==> src/rtl/pc_unit.sv <==
// Program-counter unit: stall-able, redirectable PC with prioritised next-PC select.
// Define PC_RAS_EN to add the circular return-address stack used by CALL/RET.
module pc_unit #(
   parameter int               WIDTH        = 32,
   parameter logic [WIDTH-1:0] RESET_VECTOR = '0,
   parameter int               STEP         = 4,
   parameter int               RAS_DEPTH    = 4
) (
   input  logic             CLK,
   input  logic             RST,
   input  logic             STALL,
   input  logic             BR_TAKEN,
   input  logic [WIDTH-1:0] BR_TARGET,
   input  logic             JMP,
   input  logic             CALL,
   input  logic             RET,
   input  logic [WIDTH-1:0] JMP_TARGET,
   output logic [WIDTH-1:0] PC,
   output logic [WIDTH-1:0] PC_PLUS,
   output logic [WIDTH-1:0] PC_NEXT,
   output logic             RAS_EMPTY,
   output logic             RAS_FULL,
   output logic             RAS_ERR
);

   assign PC_PLUS = PC + WIDTH'(STEP);

`ifdef PC_RAS_EN
   localparam int PW = (RAS_DEPTH > 1) ? $clog2(RAS_DEPTH) : 1;
   localparam int CW = $clog2(RAS_DEPTH + 1);
   localparam logic [CW-1:0] CNT_MAX = CW'(RAS_DEPTH);
   localparam logic [PW-1:0] PTR_MAX = PW'(RAS_DEPTH - 1);

   // top points at the next free slot; when full it also points at the oldest entry
   logic [WIDTH-1:0] stack [RAS_DEPTH];
   logic [PW-1:0]    top;
   logic [PW-1:0]    top_inc;
   logic [PW-1:0]    top_dec;
   logic [CW-1:0]    count;
   logic             do_pop;
   logic             do_push;
   logic             underflow;
   logic             overflow;
   logic             ras_err_q;

   assign top_inc   = (top == PTR_MAX) ? '0 : top + 1'b1;
   assign top_dec   = (top == '0) ? PTR_MAX : top - 1'b1;
   assign RAS_EMPTY = (count == '0);
   assign RAS_FULL  = (count == CNT_MAX);
   assign RAS_ERR   = ras_err_q;

   // a RET on an empty stack is not a transfer, so a simultaneous CALL still pushes
   assign do_pop    = RET && !RAS_EMPTY;
   assign do_push   = CALL && !do_pop;
   assign underflow = RET && RAS_EMPTY;
   assign overflow  = do_push && RAS_FULL;

   always_comb begin
      PC_NEXT = PC_PLUS;
      if (do_pop)
         PC_NEXT = stack[top_dec];
      else if (CALL || JMP)
         PC_NEXT = JMP_TARGET;
      else if (BR_TAKEN)
         PC_NEXT = BR_TARGET;
   end

   always_ff @(posedge CLK) begin
      if (RST) begin
         top       <= '0;
         count     <= '0;
         ras_err_q <= 1'b0;
      end else if (STALL) begin
         ras_err_q <= 1'b0;
      end else begin
         ras_err_q <= underflow || overflow;
         if (do_pop) begin
            top   <= top_dec;
            count <= count - 1'b1;
         end else if (do_push) begin
            top <= top_inc;
            if (!RAS_FULL)
               count <= count + 1'b1;
         end
      end
   end

   always_ff @(posedge CLK) begin
      if (!RST && !STALL && do_push)
         stack[top] <= PC_PLUS;
   end
`else
   logic unused_ok;

   // without a stack, CALL is a plain jump and RET falls through sequentially
   assign unused_ok = RET ^ (RAS_DEPTH > 1);
   assign RAS_EMPTY = 1'b1;
   assign RAS_FULL  = 1'b0;
   assign RAS_ERR   = 1'b0;

   always_comb begin
      PC_NEXT = PC_PLUS;
      if (CALL || JMP)
         PC_NEXT = JMP_TARGET;
      else if (BR_TAKEN)
         PC_NEXT = BR_TARGET;
   end
`endif

   always_ff @(posedge CLK) begin
      if (RST)
         PC <= RESET_VECTOR;
      else if (!STALL)
         PC <= PC_NEXT;
   end

endmodule
==> config.mk <==
export PLATFORM = sky130hd
export DESIGN_NAME = pc_unit
export DESIGN_NICKNAME = d
export VERILOG_FILES = /design/src/rtl/pc_unit.sv
export SDC_FILE = /design/constraint.sdc
export NUM_CORES = 1
export LEC_CHECK = 0
export BUFFER_PORTS_ARGS = -buffer_cell sky130_fd_sc_hd__clkbuf_2
export CORE_ASPECT_RATIO = 0.75
export CORE_MARGIN = 2
export CORE_UTILIZATION = 30
export CTS_CLUSTER_DIAMETER = 60
export DETAILED_ROUTE_END_ITERATION = 6
export SLEW_MARGIN = 20
export SYNTH_ARGS = -nofsm -noshare
export SYNTH_HDL_FRONTEND = slang
export SYNTH_SLANG_ARGS = --single-unit
==> constraint.sdc <==
create_clock -name CLK -period 3.2 [get_ports CLK]
set_input_delay 0.8 -clock CLK [delete_from_list [all_inputs] [get_ports CLK]]
set_output_delay 0.8 -clock CLK [all_outputs]
set_load 0.01 [all_outputs]
==> results_dict.tcl <==
set metrics [dict create \
    status "complete, no violations" \
    area_delta_synth_final_pct 47.4 \
    timing.fmax_mhz 317 \
    numCtsBuffers 5 \
    ff_latch_area_um2 657 \
    largest-register "PC" \
    path_delay_family "simple AND/OR/NAND/NOR gates" \
    grt_overflow 0 \
    worst_path_max_delay_cell "or4_4" \
    yosysWarnings 0 \
    power_frac_seq_pct 31.8 \
    critPathKind "reg2out" \
    grt_max_degree 43 \
    dieArea_mm2 0.0106 \
    crit_chain "nand4_1, or4_4, nor3_1, xor2_1, a21bo_2, clkbuf_2" \
    synth_top_cell_area_share_pct 21.9 \
    clk_pin_slew_ns 0.06 \
    clock-sinks 32 \
    switchingPower_mw 0.488 \
    crit_required_ns 2.40 \
    row_count 31 \
    rsz0062_at_grt "yes" \
    multiInputGateArea_mm2 0.00214 \
    fin_crit_sh_pct 98.5 \
    comb_power_share_pct 30.8 \
    dp_hpwl_um 9110 \
    drc 0 \
    peakVddDrop_uv 168 \
    fin_nets 646 \
    final_layout_size_suffix_gt1_share_pct 43.1 \
    avgViaCountPerCell 5.29 \
    ant_nets 0 \
    critPathCaptureType "output pin" \
    first_pass_iters 5 \
    path_buf_inv 1 \
    gp_congestion 0.871 \
    largest_reg_flops 32 \
    cts.path.max_buffers 2 \
    core_area_mm2 0.00958 \
    die_h_um 89.6 \
    largestRegisters "PC x32" \
    fin_crit_ns 3.15 \
    worstMarginPinSlew_ns 0.514 \
    yosysTopAreaCell "dfxtp_1" \
    synth-edff-count 0 \
    fin_hold_ws_ns 0.531 \
    async_flop_share_pct 0 \
    netlist_area_mm2 0.00293 \
    grt_pass1_vias 3445 \
    grt_antenna_before_repair 0 \
    max_slew_margin_pct 65.7 \
    grt_usage_pct 21.4 \
    htree_levels 2 \
    clkPwrFrac_pct 37.5 \
    vias 3743 \
    io_buffers 165 \
    grt_pass1_wl_um 17700 \
    final-hold-violation-count 0 \
    internal-power_mw 0.998 \
    avgSynthCellArea_um2 7.34 \
    cts_root_buf "clkbuf_16" \
    insertion_delay_ns 0.28 \
    critPathMaxFanout 8 \
    pin_count 170 \
    drt_iter0_markers 211 \
    yosys_most_used_dff "dfxtp_1" \
    antenna_cells 0 \
    avgRoutedWirePerCell_um 16.6 \
    drv_cap 0 \
    synth.ff_latch_count 32 \
    leakagePower_nw 2.10 \
    postCtsHoldBufs 0 \
    start_kind "flip-flop" \
    p_sw_share_pct 32.9 \
    synth.most_common_cell "nand2_1" \
    crit_arrival_ns 2.35 \
    drv_slew 0 \
    ys_top_cells_by_count "nand2_1, dfxtp_1, a21oi_1" \
    netlist_instances 399 \
    cellPowerDensity_mw_per_mm2 344 \
    cts_tree "done" \
    num-fill-cells 1024 \
    yosysSeqAreaShare_pct 21.9 \
    setup_viol 0 \
    hold_path.class "reg2reg" \
    dieWidth_um 118 \
    skew_ns 0.00387 \
    initial_core_util_pct 30.6 \
    max_stage_delay_ns 0.63 \
    synthTopCellsByArea "dfxtp_1, nand2_1, xnor2_1" \
    synth_cell_types 59 \
    wl_um 11800 \
    utilization_pct 45.0 \
]
## repair_timing
| item | 4_1_cts | 5_1_grt |
|---|---|---|
| pin swaps | 1 | 5 |
| endpoints found under the setup margin | 19 | 16 |
| gates cloned | 0 | 0 |
| setup buffers | 0 | 5 |
| resized for setup | 10 | 16 |
## layer usage
metal  global-route usage [%]  wire length, um
met1                     28.6             5430
met2                     35.3             5280
met3                     5.04              962
met4                     5.04               81
met5                        0                0
## worst reg2reg max path: cells and delay by family, from the launching register on
kind,cells,cell delay [ns]
AND/OR/NAND/NOR,3,1.07
flip-flops,1,0.34
AO/OA/AOI/OAI,2,0.47
buffers and inverters,1,0.15
## power by group through the flow
| stage | logic (mW) | clock network, mW | registers [mW] |
|---|---|---|---|
| after floorplan | 0.235 | 0 | 0.486 |
| after global placement | 0.448 | 0 | 0.476 |
| after detailed placement | 0.456 | 0 | 0.478 |
| after CTS | 0.459 | 0.566 | 0.471 |
| after global routing | 0.505 | 0.578 | 0.477 |
| final | 0.457 | 0.557 | 0.472 |
## kinds of logic after synthesis
kind of cell	count (synthesis)	share of synthesized area [%]
AND/OR/NAND/NOR	161	31.2
AO/OA/AOI/OAI	113	27.1
buffers and inverters	54	7.82
flip-flops	32	21.9
XOR/XNOR	23	6.88
multiplexers	13	4.44
other	2	0.257
adder cells (fa/ha/maj)	1	0.427
## final timing paths
| path | end | start | slack [ns] | depth (start not counted) |
|---|---|---|---|---|
| setup / recovery | PC_NEXT[26] | PC[11] | 0.05 | 6 |
| hold / removal | PC[8] | PC[8] | 0.53 | 2 |
| setup reg to reg | PC[25] | PC[12] | 1.10 | 6 |
| hold reg to reg | PC[8] | PC[8] | 0.53 | 2 |
## final cells by class
| type | instances | share of cell area, % |
|---|---|---|
| clock inverters | 2 | 0.812 |
| inverters | 22 | 1.91 |
| repair buffers | 199 | 25.7 |
| clock buffers | 6 | 2.99 |
| well taps | 132 | 3.83 |
| flip-flops and latches | 32 | 15.2 |
| multi-input cells | 314 | 49.5 |
## stage by stage
stage	total power, mW	worst slack [ns]	TNS, ns	std cells	area (um2)
final	1.49	0.0490	0	707	4320
after global routing	1.56	-0.0481	-0.104	707	4320
after CTS	1.49	0.00446	0	702	4220
after detailed placement	0.934	0.0567	0	694	4020
after global placement	0.923	0.158	0	694	4020
after floorplan	0.721	0.259	0	400	2930
## cell usage in the layout (no fill, tap or decap), types with 6 or more instances in the layout
cell and count:
buf_4 31, nand2_1 47, a221oi_1 6, mux2i_1 13, xnor2_1 17, nand3_1 13, inv_1 22, a31oi_1 6
nand4_1 10, o21a_1 10, and3_1 12, dfxtp_2 7, a221o_1 6, nand2b_1 8, clkbuf_2 165, o21ai_0 22
nor3_1 9, a21oi_1 29, nor2_1 16, dfxtp_1 23
(Power assumes the default switching activity.)
